### src/rtl/ritc_align_pkg.sv
// Shared types and constants for the RITC bit-alignment block.
package ritc_align_pkg;

   localparam int unsigned WordW = 4;   // deserialized word width
   localparam int unsigned TapW  = 5;   // IDELAY tap width
   localparam int unsigned EyeW  = 6;   // eye width (0..32 taps)
   localparam int unsigned SlipW = 3;

   localparam logic [TapW-1:0]  TapLast  = '1;
   localparam logic [SlipW-1:0] MaxSlips = 3'd4;

   typedef enum logic [3:0] {
      StIdle,
      StLoad,
      StSettle,
      StCheck,
      StNext,
      StCenter,
      StCsettle,
      StSlipChk,
      StSlip,
      StSlipWait,
      StDone,
      StFail
   } state_e;

   // True when word equals any of the WordW rotations of pat.
   function automatic logic is_rotation(input logic [WordW-1:0] word,
                                        input logic [WordW-1:0] pat);
      logic [WordW-1:0] r;
      logic             hit;
      r   = pat;
      hit = 1'b0;
      for (int i = 0; i < WordW; i++) begin
         if (word == r) hit = 1'b1;
         r = {r[WordW-2:0], r[WordW-1]};
      end
      return hit;
   endfunction

endpackage

### src/rtl/ritc_bit_align_if.sv
// Control/status and data bundle between the alignment FSM and its user.
interface ritc_bit_align_if;

   logic                                   start_i;
   logic [ritc_align_pkg::WordW-1:0]       serdes_i;
   logic [ritc_align_pkg::TapW-1:0]        delay_o;
   logic                                   load_o;
   logic                                   bitslip_o;
   logic                                   busy_o;
   logic                                   done_o;
   logic                                   fail_o;
   logic [ritc_align_pkg::TapW-1:0]        eye_start_o;
   logic [ritc_align_pkg::EyeW-1:0]        eye_width_o;

   // Aligner side
   modport slave (
      input  start_i, serdes_i,
      output delay_o, load_o, bitslip_o, busy_o, done_o, fail_o, eye_start_o, eye_width_o
   );

   // Controller / data-path side
   modport master (
      output start_i, serdes_i,
      input  delay_o, load_o, bitslip_o, busy_o, done_o, fail_o, eye_start_o, eye_width_o
   );

endinterface

### src/rtl/ritc_align_pattern_match.sv
// Per-tap word checker: latches the first word, flags whether it is a training
// rotation, and remembers any later word that differs from it.
module ritc_align_pattern_match
   import ritc_align_pkg::*;
#(
   parameter logic [WordW-1:0] TRAIN_PATTERN = 4'b1100
) (
   input  logic             clk_i,
   input  logic             rst_i,
   input  logic             first_i,
   input  logic             cmp_i,
   input  logic [WordW-1:0] serdes_i,
   output logic             good_o
);

   logic [WordW-1:0] first_q;
   logic             rot_q;
   logic             mism_q;

   // Capture reference word on first_i, accumulate mismatches on cmp_i.
   always_ff @(posedge clk_i) begin
      if (rst_i) begin
         first_q <= '0;
         rot_q   <= 1'b0;
         mism_q  <= 1'b0;
      end else if (first_i) begin
         first_q <= serdes_i;
         rot_q   <= is_rotation(serdes_i, TRAIN_PATTERN);
         mism_q  <= 1'b0;
      end else if (cmp_i && (serdes_i != first_q)) begin
         mism_q  <= 1'b1;
      end
   end

   assign good_o = rot_q & ~mism_q;

endmodule

### src/rtl/ritc_bit_align.sv
// IDELAY eye scan followed by ISERDES bitslip word alignment.
module ritc_bit_align
   import ritc_align_pkg::*;
#(
   parameter logic [WordW-1:0] TRAIN_PATTERN = 4'b1100,
   parameter int unsigned      SETTLE_CYCLES = 8,
   parameter int unsigned      CHECK_CYCLES  = 64,
   parameter int unsigned      MIN_EYE       = 3,
   parameter int unsigned      SLIP_WAIT     = 4
) (
   input  logic              clk_i,
   input  logic              rst_i,
   ritc_bit_align_if.slave   bus_io
);

   localparam int unsigned CntMax0 = (SETTLE_CYCLES > CHECK_CYCLES) ? SETTLE_CYCLES : CHECK_CYCLES;
   localparam int unsigned CntMax  = (CntMax0 > SLIP_WAIT) ? CntMax0 : SLIP_WAIT;
   localparam int unsigned CntW    = $clog2(CntMax + 1);

   localparam logic [CntW-1:0] SettleLast = CntW'(SETTLE_CYCLES - 1);
   localparam logic [CntW-1:0] CheckLast  = CntW'(CHECK_CYCLES - 1);
   localparam logic [CntW-1:0] SlipLast   = CntW'(SLIP_WAIT - 1);
   localparam logic [EyeW-1:0] MinEye     = EyeW'(MIN_EYE);

   state_e           state_q;
   logic [TapW-1:0]  tap_q;
   logic [CntW-1:0]  cnt_q;
   logic [SlipW-1:0] slip_q;
   logic [TapW-1:0]  run_start_q, best_start_q;
   logic [EyeW-1:0]  run_len_q, best_len_q;
   logic [TapW-1:0]  delay_q;
   logic             load_q, bitslip_q, busy_q, done_q, fail_q;

   logic [TapW-1:0]  run_start_d, center_d;
   logic [EyeW-1:0]  run_len_d;
   logic             match_first, match_cmp, tap_good;

   assign match_first = (state_q == StCheck) && (cnt_q == '0);
   assign match_cmp   = (state_q == StCheck) && (cnt_q != '0);

   ritc_align_pattern_match #(
      .TRAIN_PATTERN (TRAIN_PATTERN)
   ) u_match (
      .clk_i    (clk_i),
      .rst_i    (rst_i),
      .first_i  (match_first),
      .cmp_i    (match_cmp),
      .serdes_i (bus_io.serdes_i),
      .good_o   (tap_good)
   );

   // Run extension for a good tap and the eye centre tap.
   always_comb begin
      run_len_d   = run_len_q + 1'b1;
      run_start_d = (run_len_q == '0) ? tap_q : run_start_q;
      // start + width/2 never exceeds 31 since start + width <= 32
      center_d    = best_start_q + TapW'(best_len_q >> 1);
   end

   // Alignment FSM with its counters and registered outputs.
   always_ff @(posedge clk_i) begin
      if (rst_i) begin
         state_q      <= StIdle;
         tap_q        <= '0;
         cnt_q        <= '0;
         slip_q       <= '0;
         run_start_q  <= '0;
         run_len_q    <= '0;
         best_start_q <= '0;
         best_len_q   <= '0;
         delay_q      <= '0;
         load_q       <= 1'b0;
         bitslip_q    <= 1'b0;
         busy_q       <= 1'b0;
         done_q       <= 1'b0;
         fail_q       <= 1'b0;
      end else begin
         load_q    <= 1'b0;
         bitslip_q <= 1'b0;
         case (state_q)
            StIdle, StDone, StFail: begin
               if (bus_io.start_i) begin
                  tap_q        <= '0;
                  delay_q      <= '0;
                  load_q       <= 1'b1;
                  cnt_q        <= '0;
                  slip_q       <= '0;
                  run_start_q  <= '0;
                  run_len_q    <= '0;
                  best_start_q <= '0;
                  best_len_q   <= '0;
                  busy_q       <= 1'b1;
                  done_q       <= 1'b0;
                  fail_q       <= 1'b0;
                  state_q      <= StLoad;
               end
            end
            StLoad: begin
               cnt_q   <= '0;
               state_q <= StSettle;
            end
            StSettle: begin
               if (cnt_q == SettleLast) begin
                  cnt_q   <= '0;
                  state_q <= StCheck;
               end else begin
                  cnt_q <= cnt_q + 1'b1;
               end
            end
            StCheck: begin
               if (cnt_q == CheckLast) begin
                  cnt_q   <= '0;
                  state_q <= StNext;
               end else begin
                  cnt_q <= cnt_q + 1'b1;
               end
            end
            StNext: begin
               // Best eye tracks the open run, so a run still open at tap 31 is covered.
               if (tap_good) begin
                  run_len_q   <= run_len_d;
                  run_start_q <= run_start_d;
                  if (run_len_d > best_len_q) begin
                     best_len_q   <= run_len_d;
                     best_start_q <= run_start_d;
                  end
               end else begin
                  run_len_q <= '0;
               end
               if (tap_q != TapLast) begin
                  tap_q   <= tap_q + 1'b1;
                  delay_q <= tap_q + 1'b1;
                  load_q  <= 1'b1;
                  state_q <= StLoad;
               end else begin
                  state_q <= StCenter;
               end
            end
            StCenter: begin
               if (best_len_q < MinEye) begin
                  fail_q  <= 1'b1;
                  busy_q  <= 1'b0;
                  state_q <= StFail;
               end else begin
                  tap_q   <= center_d;
                  delay_q <= center_d;
                  load_q  <= 1'b1;
                  cnt_q   <= '0;
                  state_q <= StCsettle;
               end
            end
            StCsettle: begin
               if (cnt_q == SettleLast) begin
                  cnt_q   <= '0;
                  state_q <= StSlipChk;
               end else begin
                  cnt_q <= cnt_q + 1'b1;
               end
            end
            StSlipChk: begin
               if (bus_io.serdes_i == TRAIN_PATTERN) begin
                  done_q  <= 1'b1;
                  busy_q  <= 1'b0;
                  state_q <= StDone;
               end else if (slip_q < MaxSlips) begin
                  bitslip_q <= 1'b1;
                  state_q   <= StSlip;
               end else begin
                  fail_q  <= 1'b1;
                  busy_q  <= 1'b0;
                  state_q <= StFail;
               end
            end
            StSlip: begin
               slip_q  <= slip_q + 1'b1;
               cnt_q   <= '0;
               state_q <= StSlipWait;
            end
            StSlipWait: begin
               if (cnt_q == SlipLast) begin
                  cnt_q   <= '0;
                  state_q <= StSlipChk;
               end else begin
                  cnt_q <= cnt_q + 1'b1;
               end
            end
            default: state_q <= StIdle;
         endcase
      end
   end

   assign bus_io.delay_o     = delay_q;
   assign bus_io.load_o      = load_q;
   assign bus_io.bitslip_o   = bitslip_q;
   assign bus_io.busy_o      = busy_q;
   assign bus_io.done_o      = done_q;
   assign bus_io.fail_o      = fail_q;
   assign bus_io.eye_start_o = best_start_q;
   assign bus_io.eye_width_o = best_len_q;

endmodule

### src/flat_wrapper.sv
// flat-port wrapper written by rule: the top's interface ports become plain ports
module ritc_bit_align_flat import ritc_align_pkg::*;
#(
   parameter logic [WordW-1:0] TRAIN_PATTERN = 4'b1100,
   parameter int unsigned      SETTLE_CYCLES = 8,
   parameter int unsigned      CHECK_CYCLES  = 64,
   parameter int unsigned      MIN_EYE       = 3,
   parameter int unsigned      SLIP_WAIT     = 4
)
  (clk_i, rst_i, bus_io_start_i, bus_io_serdes_i, bus_io_delay_o, bus_io_load_o, bus_io_bitslip_o, bus_io_busy_o, bus_io_done_o, bus_io_fail_o, bus_io_eye_start_o, bus_io_eye_width_o);
  ritc_bit_align_if bus_io_i ();
  input  logic clk_i;
  input  logic rst_i;
  input wire logic [$bits(bus_io_i.start_i)-1:0] bus_io_start_i;
  input wire logic [$bits(bus_io_i.serdes_i)-1:0] bus_io_serdes_i;
  output wire logic [$bits(bus_io_i.delay_o)-1:0] bus_io_delay_o;
  output wire logic [$bits(bus_io_i.load_o)-1:0] bus_io_load_o;
  output wire logic [$bits(bus_io_i.bitslip_o)-1:0] bus_io_bitslip_o;
  output wire logic [$bits(bus_io_i.busy_o)-1:0] bus_io_busy_o;
  output wire logic [$bits(bus_io_i.done_o)-1:0] bus_io_done_o;
  output wire logic [$bits(bus_io_i.fail_o)-1:0] bus_io_fail_o;
  output wire logic [$bits(bus_io_i.eye_start_o)-1:0] bus_io_eye_start_o;
  output wire logic [$bits(bus_io_i.eye_width_o)-1:0] bus_io_eye_width_o;
  assign bus_io_i.start_i = bus_io_start_i;
  assign bus_io_i.serdes_i = bus_io_serdes_i;
  assign bus_io_delay_o = bus_io_i.delay_o;
  assign bus_io_load_o = bus_io_i.load_o;
  assign bus_io_bitslip_o = bus_io_i.bitslip_o;
  assign bus_io_busy_o = bus_io_i.busy_o;
  assign bus_io_done_o = bus_io_i.done_o;
  assign bus_io_fail_o = bus_io_i.fail_o;
  assign bus_io_eye_start_o = bus_io_i.eye_start_o;
  assign bus_io_eye_width_o = bus_io_i.eye_width_o;
  ritc_bit_align #(.TRAIN_PATTERN(TRAIN_PATTERN), .SETTLE_CYCLES(SETTLE_CYCLES), .CHECK_CYCLES(CHECK_CYCLES), .MIN_EYE(MIN_EYE), .SLIP_WAIT(SLIP_WAIT)) u_core (.clk_i(clk_i), .rst_i(rst_i), .bus_io(bus_io_i));
endmodule
### config.mk
export PLATFORM = sky130hd
export DESIGN_NAME = ritc_bit_align_flat
export DESIGN_NICKNAME = d
export VERILOG_FILES = /design/src/rtl/ritc_align_pkg.sv /design/src/rtl/ritc_bit_align_if.sv /design/src/rtl/ritc_align_pattern_match.sv /design/src/rtl/ritc_bit_align.sv /design/src/flat_wrapper.sv
export SDC_FILE = /design/constraint.sdc
export NUM_CORES = 1
export LEC_CHECK = 0
export ABC_AREA = 1
export BUFFER_PORTS_ARGS = -buffer_cell sky130_fd_sc_hd__clkbuf_2
export CORE_MARGIN = 2
export CORE_UTILIZATION = 30
export CTS_CLUSTER_DIAMETER = 150
export CTS_CLUSTER_SIZE = 10
export DETAILED_ROUTE_END_ITERATION = 16
export GPL_ROUTABILITY_DRIVEN = 0
export PLACE_DENSITY = 0.52
export SYNTH_ARGS = -nofsm -noshare
export SYNTH_HDL_FRONTEND = slang
export SYNTH_HIERARCHICAL = 1
export SYNTH_SLANG_ARGS = --single-unit
### constraint.sdc
create_clock -name clk_i -period 1.8 [get_ports clk_i]
set_input_delay 0.27 -clock clk_i [delete_from_list [all_inputs] [get_ports clk_i]]
set_output_delay 0.27 -clock clk_i [all_outputs]
set_load 0.01 [all_outputs]
# Word level (Yosys, flattened, before mapping)
# Cells that the tools add are included.
dict set report totals {
  register_bits 52
  input_bits 7
  output_inout_bits 21
  wordCells 144
}
dict set report op_classes {
  addsub 5
  order_cmp 3
  n_eq_ne 34
  n_mux 55
  bitwise 3
  reduce_logical 28
}
# cell count
set op_table {}
lappend op_table {{7-bit case mux with 6 select lines} 1}
lappend op_table {{4-bit case mux with 10 select lines} 1}
lappend op_table {{5-bit 2-to-1 mux} 7}
lappend op_table {{7-bit 2-to-1 mux} 5}
lappend op_table {{4-bit 2-to-1 mux} 7}
lappend op_table {{4-bit equality test (second input constant)} 6}
lappend op_table {{6-bit 2-to-1 mux} 4}
lappend op_table {{6-bit case mux with 2 select lines} 2}
lappend op_table {{4-bit by 3-bit equality test with 1-bit output (second input constant)} 5}
lappend op_table {{5-bit case mux with 2 select lines} 2}
lappend op_table {{1-bit 2-to-1 mux} 17}
lappend op_table {{2-bit by 1-bit inequality test with 1-bit output (second input constant)} 8}
lappend op_table {{5-bit case mux with 3 select lines} 1}
lappend op_table {{4-bit by 2-bit equality test with 1-bit output (second input constant)} 3}
lappend op_table {{4-bit AND reduction} 3}
lappend op_table {{2-bit inequality test (second input constant)} 5}
lappend op_table {{5-bit AND reduction} 2}
lappend op_table {{1-bit case mux with 3 select lines} 3}
lappend op_table {{3-bit AND reduction} 3}
lappend op_table {{7-bit by 1-bit adder with 7-bit output (second input constant)} 1}
lappend op_table {{7-bit by 2-bit equality test with 1-bit output (second input constant)} 1}
lappend op_table {{7-bit by 3-bit equality test with 1-bit output (second input constant)} 1}
lappend op_table {{7-bit by 6-bit equality test with 1-bit output (second input constant)} 1}
lappend op_table {{7-bit logical NOT} 1}
lappend op_table {{other kinds (27)} 38}

# Logic depth before layout (Yosys ltp)
# Gate-level depths: netlist (run 1).
dict set report logic_depth {
  depth_word 5
  depth_mapped 15
  ltp_nobuf 15
}

# By module
# The synthesis (run 1) kept the hierarchy.
# mod instances cells_per_inst area_each_um2 seq_area_each_um2
set modules_own_cells {}
lappend modules_own_cells {ritc_bit_align 1 458 2975.4 920.9}
lappend modules_own_cells {ritc_align_pattern_match 1 49 305.3 120.1}

# Worst setup path after synthesis (run 1)
# Ideal clock, no wire load.
dict set report synth_path {
  path_type {register to register}
  from {register u_core.run_len_q[2]}
  to {register u_core.best_len_q[1], in the netlist u_core/bus_io.eye_width_o[1]}
  setup_time_ns 0.115
  arrival_ns 1.858
  required_time_ns 1.685
  path_slack_ns -0.173
  stages_incl_launch_ff 16
  path_buffers 1
  period_less_slack_ns 1.973
  path_cell_list {dfxtp_1 -> nand4_1 -> nor2_1 -> nand2_1 -> and2_1 -> ha_1 -> nand2_1 -> nor2_1 -> nand2_1 -> nand3_1 -> nand2_1 -> nand2_2 -> buf_6 -> nand3_2 -> nand2_1 -> nor2_1}
}
dict set report synth_via {
  elab_chain_len 4
}
# element line
set synth_lines {}
lappend synth_lines {{start, declared} ritc_bit_align.sv:30} ;# logic [EyeW-1:0] run_len_q, best_len_q;
lappend synth_lines {{start signal, assigned} ritc_bit_align.sv:121} ;# run_len_q <= run_len_d;
lappend synth_lines {{6-bit by 1-bit adder with 6-bit output} ritc_bit_align.sv:54} ;# run_len_d = run_len_q + 1'b1;
lappend synth_lines {{6-bit greater-than comparator} ritc_bit_align.sv:123} ;# if (run_len_d > best_len_q) begin
lappend synth_lines {{2-bit by 1-bit inequality test with 1-bit output (no source line)} n/a}
lappend synth_lines {{4-bit AND reduction (no source line)} n/a}
lappend synth_lines {{end signal, assigned} ritc_bit_align.sv:124} ;# best_len_q <= run_len_d;
lappend synth_lines {{end, declared} ritc_bit_align.sv:30}
# Every way passes these cells.
# A chain may end at the register's enable or synchronous reset.

# Final worst setup path (run 1)
dict set report layout_path {
  from {register u_core.run_len_q[2]}
  to {register u_core.best_start_q[1], in the netlist u_core/bus_io.eye_start_o[1]}
}
dict set report layout_via {
  elab_chain_len 5
  elab_cells_between_ends 9
  classes_between {add/sub: 1; order compare: 1; eq/ne: 1; mux: 4; reduce/logical: 2}
}
# element line
set layout_lines {}
lappend layout_lines {{branches (longest 5 deep; another with 6-bit by 1-bit adder with 6-bit output)} n/a}
lappend layout_lines {{end signal, assigned} ritc_bit_align.sv:125} ;# best_start_q <= run_start_d;
lappend layout_lines {{end, declared} ritc_bit_align.sv:29} ;# logic [TapW-1:0] run_start_q, best_start_q;
# Parallel ways; which one is timed is not known. The select of a mux whose other input is x is not followed.

==> impl_metrics.json, run 1 <==
{
  "ff_latch_area_um2": 1052,
  "dr.first_iter.drc_count": 222,
  "worstMarginPinSlew_ns": 0.5751,
  "layout-area-overhead-vs-synth_pct": 23.99,
  "numClockSinks": 52,
  "cts_buffers": 5,
  "rsz0062_at_grt": "true",
  "detailed_place_hpwl_um": 6459,
  "synth-edff-count": 0,
  "setup.worst_path.class": "reg2reg",
  "synthesis.yosys.warnings": 6,
  "final_min_period_over_clock_period_pct": 113.2,
  "fp.dieW_um": 108.6,
  "met2_demand_to_capacity_share_in_global_routing_pct": 26.25,
  "route.detailed.vias_per_inst": 4.719,
  "cts-root-to-sink-buffers": 2,
  "report.final.hold_viol_count": 0,
  "design.final.nets": 605,
  "yosys-top-cells-count": "sky130_fd_sc_hd__nand2_1 (130), sky130_fd_sc_hd__nor2_1 (71), sky130_fd_sc_hd__inv_1 (64)",
  "fin_hold_ws_ns": 0.2503,
  "final_setup_violation_count": 11,
  "finalCriticalPeriod_ns": 2.037,
  "global_route.usage.met3_pct": 2.049,
  "cp_data_arrival_time_ns": 2.25,
  "standard_cell_rows": 38,
  "syn-instance-count": 507,
  "worstSetupStartpointType": "register",
  "detail_route.wl_per_cell_um": 12.10,
  "first_pass_grt_wire_length_um": 15070,
  "fin_worst_skew_ns": 0.01528,
  "synth-xor-area-share_pct": 2.670,
  "boundaryPins": 28,
  "worstSkewPairLatency_ns": 0.31,
  "average_footprint_of_a_synthesized_cell_um2": 6.471,
  "muxShareOfSynthArea_pct": 0,
  "failing_checks": "negative setup slack",
  "drt_first_pass_iters": 4,
  "synth_top_family_by_area": "simple AND/OR/NAND/NOR gates",
  "postRouteAntennaNets": 0,
  "drv_slew": 0,
  "maxClockFrequency_ghz": 0.4909,
  "hp-class": "in2reg",
  "most_frequent_cell_after_synthesis": "sky130_fd_sc_hd__nand2_1",
  "post_synth_fa_ha_maj_area_fraction_pct": 7.094,
  "path_max_fanout": 8,
  "clk_transition_reported_paths_ns": 0.10,
  "top_usage_layer": "met2",
  "n_fill_cell": 1195,
  "slew_headroom_pct": 61.52,
  "post_route_cells_drive_above_1_share_pct": 20.34,
  "port_buffers": 27,
  "cell_leakage_power_nw": 1.948,
  "placeableCoreArea_um2": 10750,
  "die_h_um": 108.6,
  "synthTopCellsByArea": "sky130_fd_sc_hd__dfxtp_1 (32%), sky130_fd_sc_hd__nand2_1 (15%), sky130_fd_sc_hd__nor2_1 (8.1%)",
  "design_power_total_mw": 4.943,
  "grt_start_max_net_pins": 31,
  "synth-compound-area-share_pct": 12.97,
  "diode_insertion_count_for_antenna_repair": 0,
  "finalWirelength_um": 8710,
  "cts_tree": "yes",
  "synth_seq_area_share_pct": 31.73,
  "postSynth.asyncResetShare_pct": 0,
  "synth_top_area_share_pct": 31.73,
  "fraction_of_met1_tracks_used_by_global_routing_pct": 21.58,
  "status": "finished with violations",
  "synth_ff_type": "sky130_fd_sc_hd__dfxtp_1",
  "synthSimpleGateAreaFrac_pct": 35.81,
  "grt_pass1_vias": 3226,
  "cp_data_required_time_ns": 2.02,
  "ff_latch_count_synth": 52,
  "drv_cap": 0,
  "syn-num-nets": 532,
  "cts_root_buffer": "sky130_fd_sc_hd__clkbuf_8",
  "power.ir.vdd_worst_v": 0.0003875,
  "power.density_cell_area_nw_per_um2": 1215,
  "grt_use_total_pct": 15.88,
  "overflow": 0,
  "synth_cell_type_count": 37,
  "cell_taking_the_most_area_after_synthesis": "sky130_fd_sc_hd__dfxtp_1",
  "h-tree-depth": 2,
  "num_vias": 3398,
  "critPathCaptureType": "register",
  "antenna_violations_before_repair": 0,
  "post-route-drc-count": 0,
  "synthesis.area_um2": 3281,
  "dieArea_um2": 11790,
  "setup_slack_ns": -0.2369,
  "multi_input_comb_area_um2": 1982,
  "post_cts_hold_buffer_count": 0,
  "initial_core_util_pct": 30.53
}
==> cell families (layout without fill, tap and decap cells) <==
group,after synthesis,in the layout
fa+ha+maj,18,18
xor+xnor,10,10
flops,52,52
buf+inv,77,150
simple gates,273,273
compound gates,77,77
==> repair_timing <==
| action | CTS | global route |
|---|---|---|
| pin swaps | 5 | 9 |
| setup endpoints to repair | 11 | 13 |
| gates resized for setup | 4 | 6 |
| gates cloned | 1 | 0 |
| buffers inserted | 5 | 2 |
==> state kept, by name (all words and copies together), names as in the netlist, 3 cells and up <==
name and count:
u_core/bus_io.eye_width_o 6, u_core/slip_q 3, u_core/bus_io.eye_start_o 5, u_core/cnt_q 7, u_core/u_match/first_q 4, u_core/bus_io.delay_o 5
u_core/run_start_q 5, u_core/state_q 4, u_core/run_len_q 6
==> per-stage QoR <==
| step | utilization, % | cell area [µm²] | cells | setup TNS [ns] | worst slack (ns) |
|---|---|---|---|---|---|
| 5_1_grt | 37.86 | 4068 | 720 | -4.822 | -0.4748 |
| 2_1_floorplan | - | 3326 | 507 | -0.7133 | -0.07899 |
| 3_3_place_gp | 36.04 | 3872 | 705 | -1.240 | -0.1275 |
| 4_1_cts | 37.51 | 4030 | 718 | -1.480 | -0.1521 |
| 6_report | 37.86 | 4068 | 720 | -2.330 | -0.2369 |
| 3_5_place_dp | 36.04 | 3872 | 705 | -1.818 | -0.1807 |
==> worst max-delay path: stages (launching register included) <==
cell and delay, ns:
sky130_fd_sc_hd__dfxtp_2 0.38, sky130_fd_sc_hd__nand4_1 0.14, sky130_fd_sc_hd__nor2_1 0.12, sky130_fd_sc_hd__nand2_1 0.08
sky130_fd_sc_hd__and2_4 0.15, sky130_fd_sc_hd__ha_4 0.28, sky130_fd_sc_hd__nand2_4 0.06, sky130_fd_sc_hd__nor2_4 0.11
sky130_fd_sc_hd__nand2_1 0.06, sky130_fd_sc_hd__nand3_1 0.06, sky130_fd_sc_hd__nand2_1 0.06, sky130_fd_sc_hd__nand2_2 0.12
sky130_fd_sc_hd__buf_6 0.15, sky130_fd_sc_hd__nand3_2 0.07, sky130_fd_sc_hd__nand2_1 0.07, sky130_fd_sc_hd__nor2_1 0.05
==> where the power goes <==
part	internal (mW)	switching (mW)	total, mW	leakage, nW
combinational	0.971	1.58	2.55	1.47
sequential	1.39	0.202	1.59	0.427
clock	0.409	0.396	0.805	0.0513
==> cells in the final DEF (no fill, tap or decap), types with 4 or more instances in the layout <==
master and n:
sky130_fd_sc_hd__nand2_1 128, sky130_fd_sc_hd__nor2_1 69, sky130_fd_sc_hd__inv_1 64, sky130_fd_sc_hd__dfxtp_1 47
sky130_fd_sc_hd__buf_4 45, sky130_fd_sc_hd__nand3_1 44, sky130_fd_sc_hd__a21oi_1 44, sky130_fd_sc_hd__clkbuf_2 27
sky130_fd_sc_hd__o21ai_0 22, sky130_fd_sc_hd__ha_1 15, sky130_fd_sc_hd__xor2_1 8, sky130_fd_sc_hd__clkbuf_8 5
sky130_fd_sc_hd__nor3_1 5, sky130_fd_sc_hd__nor2_2 5, sky130_fd_sc_hd__nand3_2 4, sky130_fd_sc_hd__inv_2 4
sky130_fd_sc_hd__nand2_2 4
==> final timing paths <==
check	start	to	slack, ns	cells after the start
setup / recovery	u_core/run_len_q[2]	u_core/bus_io.eye_start_o[1]	-0.24	15
hold reg to reg	u_core/u_match/mism_q	u_core/u_match/mism_q	0.45	2
hold / removal	bus_io_serdes_i[1]	u_core/u_match/first_q[1]	0.25	3
setup reg to reg	u_core/run_len_q[2]	u_core/bus_io.eye_start_o[1]	-0.24	15
==> final cells by class <==
cell class,count,area share (%)
flip-flops and latches,52,25.87
multi-input cells,378,48.72
clock buffers,6,1.784
repair buffers,75,12.30
inverters,68,6.275
clock inverters,1,0.7382
well taps,140,4.306
==> layer usage <==
layer,up-vias,part of all wire (%)
met5,-,0
met4,0,1.4
met3,12,3.2
met2,65,46
met1,1554,50
li1,1767,-
Power figures use the tool's default switching activity.
==> run 2: changes to the inputs <==
==> constraint.sdc (replaced) <==
create_clock -name clk_i -period 1.7 [get_ports clk_i]
set_input_delay 0.255 -clock clk_i [delete_from_list [all_inputs] [get_ports clk_i]]
set_output_delay 0.255 -clock clk_i [all_outputs]
set_load 0.01 [all_outputs]
==> impl_metrics.json, run 2 (synthesis gave the netlist of run 1 again) <==
{
  "numClockSinks": 52,
  "power.density_cell_area_nw_per_um2": 1273,
  "antenna_violations_before_repair": 0,
  "fin_worst_skew_ns": 0.007764,
  "slew_headroom_pct": 74.50,
  "number_of_flip_flops_in_the_largest_register": 7,
  "setup.worst_path.class": "reg2reg",
  "die_h_um": 108.6,
  "path_max_fanout": 8,
  "standard_cell_rows": 38,
  "sequentialPowerShare_pct": 31.8,
  "cts_tree": "yes",
  "post_route_cells_drive_above_1_share_pct": 23.80,
  "power.ir.vdd_worst_v": 0.0003842,
  "power_switching_share_pct": 45.16,
  "highest-signal-layer": "met4",
  "cp_data_arrival_time_ns": 2.23,
  "post-route-drc-count": 0,
  "worstSetupStartpointType": "register",
  "num_vias": 3373,
  "met2RoutedLength_um": 4048,
  "layout-area-overhead-vs-synth_pct": 26.81,
  "first_pass_grt_wire_length_um": 14690,
  "post_cts_hold_buffer_count": 0,
  "timing.critical_path.to": "u_core/bus_io.eye_start_o[2]",
  "drt_first_pass_iters": 5,
  "postRouteAntennaNets": 0,
  "h-tree-depth": 2,
  "final_design_utilization_pct": 38.72,
  "power.internal_mw": 2.905,
  "critPathCaptureType": "register",
  "cp_data_required_time_ns": 1.92,
  "cells_on_worst_reg2reg_path": 13,
  "maxClockFrequency_ghz": 0.4971,
  "design_power_total_mw": 5.297,
  "met1_wirelength_um": 4353,
  "failing_checks": "negative setup slack",
  "dr.first_iter.drc_count": 248,
  "route.detailed.vias_per_inst": 4.659,
  "hp-class": "in2reg",
  "fp.dieW_um": 108.6,
  "diode_insertion_count_for_antenna_repair": 0,
  "final_setup_violation_count": 11,
  "layout.cells.most_common": "sky130_fd_sc_hd__nand2_1",
  "dieArea_um2": 11790,
  "cts-root-to-sink-buffers": 2,
  "initial_core_util_pct": 30.53,
  "cts_buffers": 5,
  "regMostFlops": "u_core/cnt_q",
  "critPathLaunch": "u_core/run_len_q[0]",
  "worstSkewPairLatency_ns": 0.31,
  "grt_start_max_net_pins": 31,
  "fraction_of_power_consumed_by_combinational_cells_pct": 54.8,
  "grt_use_total_pct": 15.43,
  "final_cell_mix": "sky130_fd_sc_hd__nand2_1 (123), sky130_fd_sc_hd__nor2_1 (67), sky130_fd_sc_hd__inv_1 (64), sky130_fd_sc_hd__buf_4 (49), sky130_fd_sc_hd__dfxtp_1 (44)",
  "drv_slew": 0,
  "reg2reg_setup_slack_ns": -0.31,
  "report.final.hold_viol_count": 0,
  "design.final.nets": 609,
  "finalCriticalPeriod_ns": 2.012,
  "cell_area_after_placement_um2": 3948,
  "boundaryPins": 28,
  "detail_route.wl_per_cell_um": 12.20,
  "placeableCoreArea_um2": 10750,
  "p_switching_mw": 2.393,
  "overflow": 0,
  "r2r-start": "u_core/run_len_q[0]",
  "design_area_um2": 4160,
  "rsz0062_at_grt": "true",
  "clk_transition_reported_paths_ns": 0.10,
  "setup_slack_ns": -0.3118,
  "final_min_period_over_clock_period_pct": 118.3,
  "hold_path.startpoint": "bus_io_serdes_i[1]",
  "dr_wl_met3_um": 332,
  "detailed_place_hpwl_um": 6603,
  "status": "finished with violations",
  "drv_cap": 0,
  "cts_root_buffer": "sky130_fd_sc_hd__clkbuf_8",
  "clkPwrFrac_pct": 13.4,
  "cell_leakage_power_nw": 1.982,
  "worstMarginPinSlew_ns": 0.3821,
  "finalWirelength_um": 8835,
  "regToRegEndpoint": "u_core/bus_io.eye_start_o[2]",
  "port_buffers": 27,
  "grt_pass1_vias": 3179
}
## run 2: power groups by stage
stage	sequential [mW]	combinational, mW	clock, mW
floorplan	1.76	1.79	0
global placement	1.70	2.61	0
detailed placement	1.71	2.65	0
CTS	1.68	2.77	0.759
global route	1.72	3.26	0.790
finish	1.69	2.90	0.709
## run 2: layout make-up
class	instances	area, µm²
clock buffer	5	68.82
clock inverter	2	11.26
fill	1165	6585
inverter	68	255.2
multi-input combinational	378	2057
sequential	52	1056
tap	140	175.2
timing repair buffer	79	536.8
## run 2: metal layers
metal,vias to the layer above,track usage [%]
li1,1778,-
met1,1532,20.77
met2,55,25.94
met3,8,2.291
met4,0,3.663
met5,-,0
## run 2: what timing repair did
item                                    4_1_cts  5_1_grt
endpoints found under the setup margin       15       31
setup buffers                                 1        0
gates cloned                                  1        0
pin swaps                                     5        6
resized for setup                             8       26
## run 2: worst min-delay path by stage
stage / end / cells after the start
floorplan: u_core/u_match/first_q[1] / 2
global placement: u_core/u_match/mism_q / 2
detailed placement: u_core/bus_io.fail_o / 2
CTS: u_core/u_match/first_q[1] / 3
global route: u_core/u_match/first_q[1] / 3
finish: u_core/u_match/first_q[1] / 3
## run 2: stage by stage
step | hold slack (ns) | worst slack, ns | TNS [ns] | instances
final | 0.2349 | -0.3118 | -3.122 | 724
after global placement | 0.4387 | -0.2333 | -2.449 | 715
after global routing | 0.2268 | -0.4760 | -4.882 | 724
after CTS | 0.2177 | -0.2593 | -2.627 | 724
after detailed placement | 0.4454 | -0.3062 | -3.218 | 715
after floorplan | 0.4065 | -0.1790 | -1.813 | 507
## run 2: worst max-delay path: stages, from the launching register on
cell and delay (ns):
sky130_fd_sc_hd__dfxtp_4 0.39, sky130_fd_sc_hd__ha_4 0.14, sky130_fd_sc_hd__nand3_2 0.07, sky130_fd_sc_hd__xor2_1 0.22, sky130_fd_sc_hd__ha_1 0.30, sky130_fd_sc_hd__nand2_4 0.08, sky130_fd_sc_hd__nor2_4 0.04, sky130_fd_sc_hd__a21oi_1 0.15
sky130_fd_sc_hd__nand2_2 0.09, sky130_fd_sc_hd__nand2_4 0.11, sky130_fd_sc_hd__buf_6 0.14, sky130_fd_sc_hd__nand3_1 0.07, sky130_fd_sc_hd__nand2_1 0.08, sky130_fd_sc_hd__nor2_1 0.04
==> run 3: changes to the inputs <==
--- a/config.mk
+++ b/config.mk
@@ -7,13 +7,15 @@
 export LEC_CHECK = 0
 export ABC_AREA = 1
 export BUFFER_PORTS_ARGS = -buffer_cell sky130_fd_sc_hd__clkbuf_2
+export CELL_PAD_IN_SITES_DETAIL_PLACEMENT = 2
+export CELL_PAD_IN_SITES_GLOBAL_PLACEMENT = 2
 export CORE_MARGIN = 2
 export CORE_UTILIZATION = 30
 export CTS_CLUSTER_DIAMETER = 150
 export CTS_CLUSTER_SIZE = 10
 export DETAILED_ROUTE_END_ITERATION = 16
 export GPL_ROUTABILITY_DRIVEN = 0
-export PLACE_DENSITY = 0.52
+export PLACE_DENSITY_LB_ADDON = 0.1
 export SYNTH_ARGS = -nofsm -noshare
 export SYNTH_HDL_FRONTEND = slang
 export SYNTH_HIERARCHICAL = 1
==> impl_metrics.json, run 3 (synthesis gave the netlist of run 1 again) <==
{
  "worstSkewPairLatency_ns": 0.32,
  "grt_use_total_pct": 20.69,
  "report.final.hold_viol_count": 0,
  "post_cts_hold_buffer_count": 0,
  "initial_core_util_pct": 30.53,
  "design.final.nets": 625,
  "boundaryPins": 28,
  "detailed_place_hpwl_um": 8997,
  "overflow": 0,
  "worstMarginPinSlew_ns": 0.3910,
  "num_vias": 3626,
  "regToRegEndpoint": "u_core/bus_io.eye_width_o[5]",
  "maxClockFrequency_ghz": 0.4529,
  "status": "finished with violations",
  "final_min_period_over_clock_period_pct": 129.9,
  "port_buffers": 27,
  "n_fill_cell": 1300,
  "cts_buffers": 5,
  "cp_data_required_time_ns": 1.91,
  "fin_hold_ws_ns": 0.2285,
  "fraction_of_met1_tracks_used_by_global_routing_pct": 25.88,
  "finalCriticalPeriod_ns": 2.208,
  "postRouteAntennaNets": 0,
  "top_usage_layer": "met2",
  "reg2reg_setup_slack_ns": -0.51,
  "regMostFlops": "u_core/cnt_q",
  "cell_leakage_power_nw": 2.074,
  "post_route_cells_drive_above_1_share_pct": 27.95,
  "cts_root_buffer": "sky130_fd_sc_hd__clkbuf_8",
  "cp_data_arrival_time_ns": 2.42,
  "cts-root-to-sink-buffers": 2,
  "layout.cells.most_common": "sky130_fd_sc_hd__nand2_1",
  "dieArea_um2": 11790,
  "worstSetupStartpointType": "register",
  "timing.critical_path.to": "u_core/bus_io.eye_width_o[5]",
  "path_max_fanout": 7,
  "slew_headroom_pct": 73.93,
  "final_setup_violation_count": 11,
  "cells_on_worst_reg2reg_path": 14,
  "met2_demand_to_capacity_share_in_global_routing_pct": 37.14,
  "finalWirelength_um": 12280,
  "die_h_um": 108.6,
  "fp.dieW_um": 108.6,
  "setup.worst_path.class": "reg2reg",
  "grt_start_max_net_pins": 31,
  "critPathCaptureType": "register",
  "layout-area-overhead-vs-synth_pct": 32.88,
  "setup_slack_ns": -0.5078,
  "post-route-drc-count": 0,
  "number_of_flip_flops_in_the_largest_register": 7,
  "fin_worst_skew_ns": 0.01030,
  "rsz0062_at_grt": "true",
  "cts_tree": "yes",
  "power.ir.vdd_worst_v": 0.0005186,
  "route.detailed.vias_per_inst": 4.893,
  "clk_transition_reported_paths_ns": 0.10,
  "drt_first_pass_iters": 4,
  "grt_pass1_vias": 3885,
  "first_pass_grt_wire_length_um": 19060,
  "final_cell_mix": "sky130_fd_sc_hd__nand2_1 (123), sky130_fd_sc_hd__nor2_1 (66), sky130_fd_sc_hd__buf_4 (64), sky130_fd_sc_hd__inv_1 (63), sky130_fd_sc_hd__a21oi_1 (41)",
  "failing_checks": "negative setup slack",
  "placeableCoreArea_um2": 10750,
  "global_route.usage.met3_pct": 2.592,
  "power.density_cell_area_nw_per_um2": 1343,
  "detail_route.wl_per_cell_um": 16.57,
  "numClockSinks": 52,
  "final_design_utilization_pct": 40.57,
  "hp-class": "in2reg",
  "critPathLaunch": "u_core/run_len_q[0]",
  "antenna_violations_before_repair": 0,
  "dr.first_iter.drc_count": 136,
  "drv_slew": 0,
  "r2r-start": "u_core/run_len_q[0]",
  "diode_insertion_count_for_antenna_repair": 0,
  "standard_cell_rows": 38,
  "h-tree-depth": 2,
  "drv_cap": 0
}
run 3: layout make-up:
class	instances	area, µm²	area share (%)
repair buffers	94	671.9	15.41
flip-flops and latches	52	1064	24.40
well taps	140	175.2	4.018
clock inverters	2	35.03	0.8037
inverters	68	255.2	5.855
clock buffers	6	72.57	1.665
multi-input cells	379	2086	47.85
run 3: worst min path at each step:
stage | depth (start not counted) | endpoint | from | slack, ns
after floorplan | 2 | u_core/u_match/first_q[1] | bus_io_serdes_i[1] | 0.41
after global placement | 2 | u_core/bus_io.fail_o | u_core/bus_io.fail_o | 0.44
after detailed placement | 2 | u_core/bus_io.fail_o | u_core/bus_io.fail_o | 0.46
after CTS | 3 | u_core/u_match/first_q[3] | bus_io_serdes_i[3] | 0.22
after global routing | 3 | u_core/u_match/first_q[3] | bus_io_serdes_i[3] | 0.25
final | 3 | u_core/u_match/first_q[3] | bus_io_serdes_i[3] | 0.23
run 3: report_power, final:
| group | switching [mW] | internal, mW |
|---|---|---|
| sequential | 0.235 | 1.49 |
| combinational | 1.96 | 1.28 |
| clock | 0.455 | 0.439 |
| total | 2.65 | 3.20 |
run 3: repair_timing:
| item | CTS | global route |
|---|---|---|
| setup endpoints to repair | 19 | 45 |
| pin swaps | 2 | 8 |
| resized for setup | 9 | 36 |
| buffers inserted | 2 | 2 |
| cloned | 0 | 2 |
run 3: stage by stage:
step | setup TNS (ns) | setup WS (ns) | total power [mW] | std cells | cell area (µm²)
floorplan | -1.813 | -0.1790 | 3.547 | 507 | 3326
global placement | -2.679 | -0.2475 | 4.463 | 727 | 4050
detailed placement | -4.608 | -0.3766 | 4.632 | 727 | 4050
CTS | -3.837 | -0.3671 | 5.617 | 737 | 4205
global route | -7.388 | -0.7235 | 6.377 | 741 | 4359
finish | -5.085 | -0.5078 | 5.854 | 741 | 4359
run 3: routing by layer:
metal  vias up  routed length (µm)
li1       1807                   -
met1      1786                5592
met2        22                6356
met3        11                 163
met4         0                 165
met5         -                   0
run 3: worst max-delay path, stage by stage, from the launching register on:
cell and delay [ns]:
sky130_fd_sc_hd__dfxtp_4 0.42, sky130_fd_sc_hd__nand4_1 0.13, sky130_fd_sc_hd__nor2_1 0.15, sky130_fd_sc_hd__nand2_1 0.09
sky130_fd_sc_hd__and2_4 0.18, sky130_fd_sc_hd__ha_4 0.25, sky130_fd_sc_hd__nand2_4 0.08, sky130_fd_sc_hd__nor2_4 0.04
sky130_fd_sc_hd__a21oi_1 0.18, sky130_fd_sc_hd__nand2_2 0.09, sky130_fd_sc_hd__nand2_4 0.13, sky130_fd_sc_hd__buf_12 0.13
sky130_fd_sc_hd__nand3_1 0.09, sky130_fd_sc_hd__nand2_1 0.09, sky130_fd_sc_hd__nor2_1 0.05
